### config.mk
export PLATFORM = sky130hd
export DESIGN_NAME = water_heater_controller_flat
export DESIGN_NICKNAME = d
export VERILOG_FILES = /design/src/rtl/water_heater_controller_pkg.sv /design/src/rtl/water_heater_controller_if.sv /design/src/rtl/water_heater_controller_timeout.sv /design/src/rtl/water_heater_controller.sv /design/src/flat_wrapper.sv
export SDC_FILE = /design/constraint.sdc
export NUM_CORES = 1
export LEC_CHECK = 0
export CAP_MARGIN = 20
export CORE_ASPECT_RATIO = 1.4
export CORE_MARGIN = 8
export CORE_UTILIZATION = 65
export DETAILED_ROUTE_END_ITERATION = 16
export DONT_BUFFER_PORTS = 1
export HOLD_SLACK_MARGIN = 0.02
export PLACE_DENSITY = 0.81
export SLEW_MARGIN = 0
export SYNTH_ARGS = -nofsm -noshare
export SYNTH_HDL_FRONTEND = slang
export SYNTH_SLANG_ARGS = --single-unit
### constraint.sdc
create_clock -name clk -period 5.9 [get_ports clk]
set_clock_uncertainty 0.2 [all_clocks]
set_input_delay 0.885 -clock clk [delete_from_list [all_inputs] [get_ports clk]]
set_output_delay 0.885 -clock clk [all_outputs]
set_load 0.01 [all_outputs]
### src/rtl/water_heater_controller_pkg.sv
// Shared constants, state encoding and small helpers for the water heater controller.
package water_heater_controller_pkg;

    localparam int TEMP_W = 7;
    localparam int TMO_W  = 24;

    // Temperature selector programme points, shared with the selector block.
    localparam logic [TEMP_W-1:0] TEMP_10 = 7'd10;
    localparam logic [TEMP_W-1:0] TEMP_30 = 7'd30;
    localparam logic [TEMP_W-1:0] TEMP_40 = 7'd40;
    localparam logic [TEMP_W-1:0] TEMP_60 = 7'd60;

    localparam logic [TEMP_W-1:0] COLD_TEMP = TEMP_10;
    localparam logic [TEMP_W-1:0] MAX_TEMP  = TEMP_60;
    localparam logic [TEMP_W-1:0] OVERTEMP  = 7'd70;
    localparam logic [TEMP_W-1:0] HYST      = 7'd2;

    localparam logic [TMO_W-1:0] TIMEOUT_CYCLES_DEF = 24'd10_000_000;

    typedef enum logic [1:0] {
        ST_IDLE  = 2'b00,
        ST_HEAT  = 2'b01,
        ST_HOLD  = 2'b10,
        ST_FAULT = 2'b11
    } heater_state_e;

    // Limit the requested target to the hottest allowed wash temperature.
    function automatic logic [TEMP_W-1:0] clamp_target(input logic [TEMP_W-1:0] req);
        logic [TEMP_W-1:0] res;
        if (req > MAX_TEMP) begin
            res = MAX_TEMP;
        end else begin
            res = req;
        end
        return res;
    endfunction

    // Re-heat threshold while holding: target - HYST, never wrapping below zero.
    function automatic logic [TEMP_W-1:0] hold_threshold(input logic [TEMP_W-1:0] tgt);
        logic [TEMP_W-1:0] res;
        if (tgt > HYST) begin
            res = tgt - HYST;
        end else begin
            res = 7'd0;
        end
        return res;
    endfunction

endpackage

### src/rtl/water_heater_controller_if.sv
// Sequencer/sensor side bundle of the water heater controller.
interface water_heater_controller_if;
    import water_heater_controller_pkg::*;

    logic              start;
    logic              stop;
    logic [TEMP_W-1:0] target_temperature;
    logic              sensor_valid;
    logic [TEMP_W-1:0] sensor_temp;
    logic              heater_on;
    logic              temp_reached;
    logic              busy;
    logic              fault;

    modport master (
        output start, stop, target_temperature, sensor_valid, sensor_temp,
        input  heater_on, temp_reached, busy, fault
    );

    modport slave (
        input  start, stop, target_temperature, sensor_valid, sensor_temp,
        output heater_on, temp_reached, busy, fault
    );

endinterface

### src/rtl/water_heater_controller_timeout.sv
// Heating watchdog: counts cycles while enabled and flags the last allowed cycle.
module heater_timeout_counter #(
    parameter int               TMO_W    = 24,
    parameter logic [TMO_W-1:0] TC_VALUE = 24'd10_000_000
) (
    input  logic clk,
    input  logic reset_n,
    input  logic clear_i,
    input  logic enable_i,
    output logic tc_o
);

    localparam logic [TMO_W-1:0] ONE = {{(TMO_W-1){1'b0}}, 1'b1};

    logic [TMO_W-1:0] count_q;
    logic [TMO_W-1:0] count_d;

    // Next count: clear dominates, otherwise advance when enabled.
    always_comb begin
        count_d = count_q;
        if (clear_i) begin
            count_d = {TMO_W{1'b0}};
        end else if (enable_i) begin
            count_d = count_q + ONE;
        end else begin
            count_d = count_q;
        end
    end

    // Count register.
    always_ff @(posedge clk or negedge reset_n) begin
        if (!reset_n) begin
            count_q <= {TMO_W{1'b0}};
        end else begin
            count_q <= count_d;
        end
    end

    assign tc_o = (count_q == (TC_VALUE - ONE));

endmodule

### src/rtl/water_heater_controller.sv
// Water heater controller: latches the wash target on start, heats until the
// sensor reports the target, then holds it with hysteresis; reports status.
module water_heater_controller
    import water_heater_controller_pkg::*;
#(
    parameter logic [TMO_W-1:0] TIMEOUT_CYCLES = TIMEOUT_CYCLES_DEF
) (
    input  logic                      clk,
    input  logic                      reset_n,
    water_heater_controller_if.slave  bus
);

    heater_state_e     state_q, state_d;
    logic [TEMP_W-1:0] target_q, target_d;
    logic              heater_on_q, heater_on_d;
    logic              reached_q, reached_d;
    logic              busy_q, busy_d;
    logic              fault_q, fault_d;

    logic [TEMP_W-1:0] clamped_s;
    logic [TEMP_W-1:0] threshold_s;
    logic              overtemp_s;
    logic              hit_target_s;
    logic              below_thr_s;
    logic              tmo_tc_s;
    logic              tmo_clear_s;
    logic              tmo_enable_s;

    assign clamped_s    = clamp_target(bus.target_temperature);
    assign threshold_s  = hold_threshold(target_q);
    assign overtemp_s   = bus.sensor_valid && (bus.sensor_temp > OVERTEMP);
    assign hit_target_s = bus.sensor_valid && (bus.sensor_temp >= target_q);
    assign below_thr_s  = bus.sensor_valid && (bus.sensor_temp < threshold_s);

    // The watchdog runs only while heating and restarts from zero on every exit.
    assign tmo_enable_s = (state_q == ST_HEAT);
    assign tmo_clear_s  = (state_d != ST_HEAT);

    heater_timeout_counter #(
        .TMO_W    (TMO_W),
        .TC_VALUE (TIMEOUT_CYCLES)
    ) u_timeout (
        .clk      (clk),
        .reset_n  (reset_n),
        .clear_i  (tmo_clear_s),
        .enable_i (tmo_enable_s),
        .tc_o     (tmo_tc_s)
    );

    // Next state and next registered outputs. An explicit stop always returns
    // to IDLE; otherwise over-temperature beats reach, and reach beats timeout.
    always_comb begin
        state_d     = state_q;
        target_d    = target_q;
        heater_on_d = heater_on_q;
        reached_d   = reached_q;
        busy_d      = busy_q;
        fault_d     = fault_q;
        case (state_q)
            ST_IDLE: begin
                if (bus.start && !bus.stop) begin
                    target_d = clamped_s;
                    busy_d   = 1'b1;
                    fault_d  = 1'b0;
                    if (clamped_s <= COLD_TEMP) begin
                        state_d     = ST_HOLD;
                        heater_on_d = 1'b0;
                        reached_d   = 1'b1;
                    end else begin
                        state_d     = ST_HEAT;
                        heater_on_d = 1'b1;
                        reached_d   = 1'b0;
                    end
                end else begin
                    state_d     = ST_IDLE;
                    heater_on_d = 1'b0;
                    reached_d   = 1'b0;
                    busy_d      = 1'b0;
                    fault_d     = 1'b0;
                end
            end
            ST_HEAT: begin
                if (bus.stop) begin
                    state_d     = ST_IDLE;
                    heater_on_d = 1'b0;
                    reached_d   = 1'b0;
                    busy_d      = 1'b0;
                    fault_d     = 1'b0;
                end else if (overtemp_s || (!hit_target_s && tmo_tc_s)) begin
                    state_d     = ST_FAULT;
                    heater_on_d = 1'b0;
                    reached_d   = 1'b0;
                    busy_d      = 1'b1;
                    fault_d     = 1'b1;
                end else if (hit_target_s) begin
                    state_d     = ST_HOLD;
                    heater_on_d = 1'b0;
                    reached_d   = 1'b1;
                end else begin
                    state_d     = ST_HEAT;
                    heater_on_d = 1'b1;
                end
            end
            ST_HOLD: begin
                if (bus.stop) begin
                    state_d     = ST_IDLE;
                    heater_on_d = 1'b0;
                    reached_d   = 1'b0;
                    busy_d      = 1'b0;
                    fault_d     = 1'b0;
                end else if (overtemp_s) begin
                    state_d     = ST_FAULT;
                    heater_on_d = 1'b0;
                    reached_d   = 1'b0;
                    busy_d      = 1'b1;
                    fault_d     = 1'b1;
                end else if (below_thr_s) begin
                    heater_on_d = 1'b1;
                end else if (hit_target_s) begin
                    heater_on_d = 1'b0;
                end else begin
                    heater_on_d = heater_on_q;
                end
            end
            ST_FAULT: begin
                if (bus.stop) begin
                    state_d     = ST_IDLE;
                    heater_on_d = 1'b0;
                    reached_d   = 1'b0;
                    busy_d      = 1'b0;
                    fault_d     = 1'b0;
                end else begin
                    state_d     = ST_FAULT;
                    heater_on_d = 1'b0;
                    reached_d   = 1'b0;
                    busy_d      = 1'b1;
                    fault_d     = 1'b1;
                end
            end
            default: begin
                state_d     = ST_IDLE;
                heater_on_d = 1'b0;
                reached_d   = 1'b0;
                busy_d      = 1'b0;
                fault_d     = 1'b0;
            end
        endcase
    end

    // State, latched target and registered status outputs.
    always_ff @(posedge clk or negedge reset_n) begin
        if (!reset_n) begin
            state_q     <= ST_IDLE;
            target_q    <= 7'd0;
            heater_on_q <= 1'b0;
            reached_q   <= 1'b0;
            busy_q      <= 1'b0;
            fault_q     <= 1'b0;
        end else begin
            state_q     <= state_d;
            target_q    <= target_d;
            heater_on_q <= heater_on_d;
            reached_q   <= reached_d;
            busy_q      <= busy_d;
            fault_q     <= fault_d;
        end
    end

    assign bus.heater_on    = heater_on_q;
    assign bus.temp_reached = reached_q;
    assign bus.busy         = busy_q;
    assign bus.fault        = fault_q;

endmodule

### src/flat_wrapper.sv
// flat-port wrapper written by rule: the top's interface ports become plain ports
module water_heater_controller_flat import water_heater_controller_pkg::*;
#(
    parameter logic [TMO_W-1:0] TIMEOUT_CYCLES = TIMEOUT_CYCLES_DEF
)
  (clk, reset_n, bus_start, bus_stop, bus_target_temperature, bus_sensor_valid, bus_sensor_temp, bus_heater_on, bus_temp_reached, bus_busy, bus_fault);
  water_heater_controller_if bus_i ();
  input  logic clk;
  input  logic reset_n;
  input wire logic [$bits(bus_i.start)-1:0] bus_start;
  input wire logic [$bits(bus_i.stop)-1:0] bus_stop;
  input wire logic [$bits(bus_i.target_temperature)-1:0] bus_target_temperature;
  input wire logic [$bits(bus_i.sensor_valid)-1:0] bus_sensor_valid;
  input wire logic [$bits(bus_i.sensor_temp)-1:0] bus_sensor_temp;
  output wire logic [$bits(bus_i.heater_on)-1:0] bus_heater_on;
  output wire logic [$bits(bus_i.temp_reached)-1:0] bus_temp_reached;
  output wire logic [$bits(bus_i.busy)-1:0] bus_busy;
  output wire logic [$bits(bus_i.fault)-1:0] bus_fault;
  assign bus_i.start = bus_start;
  assign bus_i.stop = bus_stop;
  assign bus_i.target_temperature = bus_target_temperature;
  assign bus_i.sensor_valid = bus_sensor_valid;
  assign bus_i.sensor_temp = bus_sensor_temp;
  assign bus_heater_on = bus_i.heater_on;
  assign bus_temp_reached = bus_i.temp_reached;
  assign bus_busy = bus_i.busy;
  assign bus_fault = bus_i.fault;
  water_heater_controller #(.TIMEOUT_CYCLES(TIMEOUT_CYCLES)) u_core (.clk(clk), .reset_n(reset_n), .bus(bus_i));
endmodule
After elaboration in Yosys (flattened, before gate mapping):

Cells that the tools add are included.

* output and inout port bits: 4
* logic and storage cells: 76
* register bits: 37

* muxes and demuxes: 39
* $add $sub $neg: 2
* reduce and logical (&&, ||, !) cells: 13
* equal/unequal tests: 9
* $lt $le $gt $ge: 6

Operators with widths (number)
* $mux W24: 2
* $add A24 B1 Y24 const B: 1
* $eq A24 B24 Y1 const B: 1
* $mux W1: 22
* $mux W2: 8
* $pmux W1 S4: 4
* $mux W7: 2
* $pmux W2 S4: 1
* $ge A7 B7 Y1: 1
* $gt A7 B2 Y1 const B: 1
* $gt A7 B6 Y1 const B: 1
* $gt A7 B7 Y1 const B: 1
* $le A7 B4 Y1 const B: 1
* $lt A7 B7 Y1: 1
* $sub A7 B2 Y7 const B: 1
* $reduce_and A2 Y1: 3
* $logic_and A1 B1 Y1: 5
* $ne A5 B2 Y1 const B: 1
* $eq A2 B2 Y1 const B: 2
* $ne A4 B3 Y1 const B: 1
* $ne A3 B2 Y1 const B: 1
* $ne A3 B3 Y1 const B: 1
* $eq A2 B1 Y1 const B: 1
* $logic_not A1 Y1: 2
* 4 further kinds: 4

Logic depth before layout (Yosys ltp):

* depth after elaboration: 10
* depth in mapped cells: 11

Modules after synthesis:

From an unflattened synthesis, not the netlist that was laid out.

* cells, all modules: 263
* area, all modules: 2393.5 µm²

Modules (own cells, without submodules)
* heater_timeout_counter: area each 1318.8 µm², instances 1, cells each 139
* water_heater_controller: area each 1074.8 µm², instances 1, cells each 124

Least setup slack after synthesis:

Ideal clock, no wire load.

* path kind: input port to flip-flop
* from: input bus_sensor_temp[0]
* to: register u_core.u_timeout.count_q[7]
* path buffers: 1
* stages: 9
* path slack: 3.045 ns
* data arrival time: 2.584 ns
* setup time: 0.072 ns
* cell sequence: inv_1 -> ha_1 -> nand2b_4 -> a2111oi_4 -> o32ai_2 -> nor4_4 -> o221ai_4 -> buf_6 -> nor2_1

* longest elaborated chain between the ends: 10

Ends and longest elaborated chain
* start: declaration: RTL line flat_wrapper.sv:14 `input wire logic [$bits(bus_i.sensor_temp)-1:0] bus_sensor_temp;`
* $ge A7 B7 Y1: RTL line water_heater_controller.sv:32 `assign hit_target_s = bus.sensor_valid && (bus.sensor_temp >= target_q);`
* $logic_and A1 B1 Y1: RTL line water_heater_controller.sv:32
* $logic_not A1 Y1: RTL line water_heater_controller.sv:89 `end else if (overtemp_s || (!hit_target_s && tmo_tc_s)) begin`
* $logic_and A1 B1 Y1: RTL line water_heater_controller.sv:89
* $logic_or A1 B1 Y1: RTL line water_heater_controller.sv:89
* $mux W2: RTL line water_heater_controller.sv:89
* $mux W2: RTL line water_heater_controller.sv:83 `if (bus.stop) begin`
* $pmux W2 S4 (*): RTL line water_heater_controller.sv:59 `case (state_q)`
* $ne A2 B1 Y1 (*): RTL line water_heater_controller.sv:37 `assign tmo_clear_s = (state_d != ST_HEAT);`
* $mux W24 / $reduce_bool A2 Y1 (equally long branches)
* end signal: assignment: RTL line water_heater_controller_timeout.sv:33 `count_q <= {TMO_W{1'b0}};`
* end signal: assignment: RTL line water_heater_controller_timeout.sv:35 `count_q <= count_d;`
* end: declaration: RTL line water_heater_controller_timeout.sv:15 `logic [TMO_W-1:0] count_q;`

Mark *: on every way between the ends. The rest lies on a longest branch, timed or not.
A chain may end at the register's enable or synchronous reset.

Final worst setup path:

* from: input bus_sensor_temp[0]
* to: register u_core.u_timeout.count_q[11]

Same word-level chain as after synthesis.

==> metrics.md <==
| Metric | Value |
|---|---|
| Hold Path Class | in2async |
| Worst-path maximum fanout | 25 |
| CTS tree | yes |
| R2R depth | 11 |
| Row count | 25 |
| Clock transition at path regs | 0.07 ns |
| Gate Count Post-Synth | ~250 |
| Antenna violations before repair | 0 |
| Die ar. | 5785 um2 |
| Max-cap violations | 0 |
| Reg-to-reg endpoint | u_core.bus.heater_on$_DFFE_PN0P_ |
| Crit path cell chain | inv_1, ha_1, nand2b_4, a2111oi_4, o32ai_2, a21oi_1, o221ai_4, nor2_1 |
| FMAX | 0.3503 GHz |
| Max Slew Vio Count | 0 |
| Clock latency on the worst-skew pair | a little under 0.3 ns |
| Final net count | 290 |
| Mapped Area | 2331 um2 |
| Sequential area share after synthesis | 0.3972 |
| Initial Util | 0.6837 |
| Die W | 66.61 um |
| Total CTS buffers | 5 |
| H-tree Lvls | 2 |
| Largest net degree at the start of global routing | 38 |
| Share of cells above drive strength 1 | 0.07813 |
| Critical Path RT | ~5.8 ns |
| Vias | 1793 |
| Final Hold Violating Endpoints | 0 |
| Critical Path Start | bus_sensor_temp[0] |
| WS Path Type | in2reg |
| EDFF count, synth | 0 |
| GPL Wtd Cong | 0.8549 |
| Wirelength per Cell | about 17 um |
| Syn avg cell area | 9.250 um2 |
| RSZ-0062 raised after global routing | no |
| Clock period minus worst slack | 2.855 ns |
| Finished Layout Cells | 296 |
| Worst slew margin | 0.5415 |
| Core area | roughly 3400 um2 |
| Yosys cell types | 43 |
| Root buffer cell | clkbuf_8 |
| Die height | 86.86 um |
| Slowest-stage cell, CP | o221ai_4 |
| Vias/cell | between 6 and 7 |
| Worst Setup End Kind | flop |
| Final ANT Viol Nets | 0 |
| Overall routed net length | 5.014 mm |
| Final setup vio count | 0 |
| Worst-Margin Slew | 0.6877 ns |
| Pwr/cell area | 292.8 nW/um2 |
| Commonest cells after routing, fill and taps aside | nor2_1, dfrtp_1, nand2_1, xor2_1, ha_1 |
| Synth Warn # | 0 |
| # IOs | 23 |
| Synth Register Bits | 37 |
| CTS Buffer Depth | 2 |
| Tot GR Track Use | 0.1861 |
| Leakage | 1.074 nW |
| Post-synth ARST share | 1.000 |
| Reg-to-Reg Start | u_core.target_q[1]$_DFFE_PN0P_ |
| Post-Place Cells | a little under 300 |
| Post-CTS sizing | 0 |
| Number of global-route vias before repair | 1764 |
| First-pass GRT wire length | 8.238 mm |
| Hpwl dp | 3.834 mm |
| Startpoint Class | input port |
| Delay of the slowest critical-path stage | 0.60 ns |
| Bufs and invs on worst path | 1 |
| Post CTS Setup Buffer Count | 0 |
| Net Count, Synth | 286 |
| Worst R2R Setup Slack | 3.15 ns |
| Post-CTS Hold Buffers | 0 |
| # port buffers | 0 |
| Commonest non-fill, non-tap cell in the layout | nor2_1 |
| Remaining global-route overflow | 0 |
| Delay-heaviest family, CP | compound AO/OA/AOI/OAI gates |
| Crit path arrival time | 2.79 ns |
| Outcome | finished clean |
| VDD IR max | roughly 0.21 mV |
| Drt first-iter violations | 106 |
| Synth Flop Type | dfrtp_1 |
| DRC Markers | 0 |
| Antenna cells | 0 |
| Final period utilization | 0.4838 |
| Drt pass-1 iters | 4 |
| Setup TNS | 0 ns |
| Clock Sinks | 37 |
| Area growth from synthesis to final layout | 5.153% |
-- layer usage --
metal / share of wire / global-route usage / wire (um) / vias up
met5: 0 / 0 / 0 / -
met2: 0.56 / 0.3360 / 2829 / 28
li1: - / - / - / 885
met1: 0.37 / 0.1856 / 1867 / 870
met4: 0.026 / 0.1072 / 131 / 0
met3: 0.037 / 0.04124 / 185 / 10
-- worst max-delay path by stage --
stage | cells after the start | end | slack (ns)
after CTS | 8 | u_core.u_timeout.count_q[11]$_DFFE_PN0P_ | 3.03
after global placement | 8 | u_core.bus.heater_on$_DFFE_PN0P_ | 2.79
after detailed placement | 8 | u_core.u_timeout.count_q[23]$_DFFE_PN0P_ | 2.73
after global routing | 10 | u_core.bus.heater_on$_DFFE_PN0P_ | 2.87
after floorplan | 9 | u_core.u_timeout.count_q[7]$_DFFE_PN0P_ | 3.04
final | 8 | u_core.u_timeout.count_q[11]$_DFFE_PN0P_ | 3.05
-- state kept, by name (all words and copies together), names as in the netlist --
| name | flops |
|---|---|
| u_core.bus.fault | 1 |
| u_core.bus.heater_on | 1 |
| u_core.bus.temp_reached | 1 |
| u_core.u_timeout.count_q | 24 |
| u_core.target_q | 7 |
| u_core.state_q | 2 |
| u_core.bus.busy | 1 |
-- layout make-up --
cell class	count	area, um2
Tap cell	40	50.05
Clock buffer	7	86.33
Fill cell	278	958.4
Sequential cell	37	925.9
Inverter	14	52.55
Multi-Input combinational cell	197	1329
Timing Repair Buffer	1	7.507
-- where the power goes --
part	leakage (nW)	internal [W]	switching [W]	total, W
sequential	0.499	0.000280	0.0000337	0.000314
combinational	0.531	0.0000954	0.000132	0.000227
clock	0.0443	0.0000926	0.0000844	0.000177
-- per-stage QoR --
stage | worst slack (ns) | utilization | total power, W | hold WS (ns) | instance area, um2
after floorplan | 3.045 | - | 0.0004943 | 0.3022 | 2331
after global placement | 2.793 | 0.6936 | 0.0005343 | 0.3202 | 2365
after detailed placement | 2.726 | 0.6936 | 0.0005464 | 0.3470 | 2365
after CTS | 3.027 | 0.7189 | 0.0007265 | 0.07230 | 2451
after global routing | 2.873 | 0.7189 | 0.0007664 | 0.06015 | 2451
final | 3.045 | 0.7189 | 0.0007177 | 0.08457 | 2451
-- cells by family after synthesis --
group,synth area share
xor+xnor,0.09393
buf+inv,0.03543
compound gates,0.1347
fa+ha+maj,0.08052
flops,0.3972
simple gates,0.2582
-- cells in the mapped netlist (2+ instances only) --
master    count  area share
nand3_1      14       0.030
or2_2         2      0.0054
nor3_1        9       0.019
inv_1        14       0.023
xnor2_1       7       0.026
nand2b_1      4       0.011
o21ai_0      13       0.028
a21oi_1       8       0.017
nor2b_1       2      0.0054
buf_6         2      0.0097
nor4b_1       3       0.011
xor2_1       18       0.068
a31oi_1       2      0.0054
nand4_1       7       0.019
clkbuf_1      2      0.0032
and3_1        6       0.016
a21o_1        3      0.0097
ha_1         15       0.081
dfrtp_1      37        0.40
nand2_1      24       0.039
nor2_1       38       0.061
No activity file was read; power rests on OpenSTA's default activity.
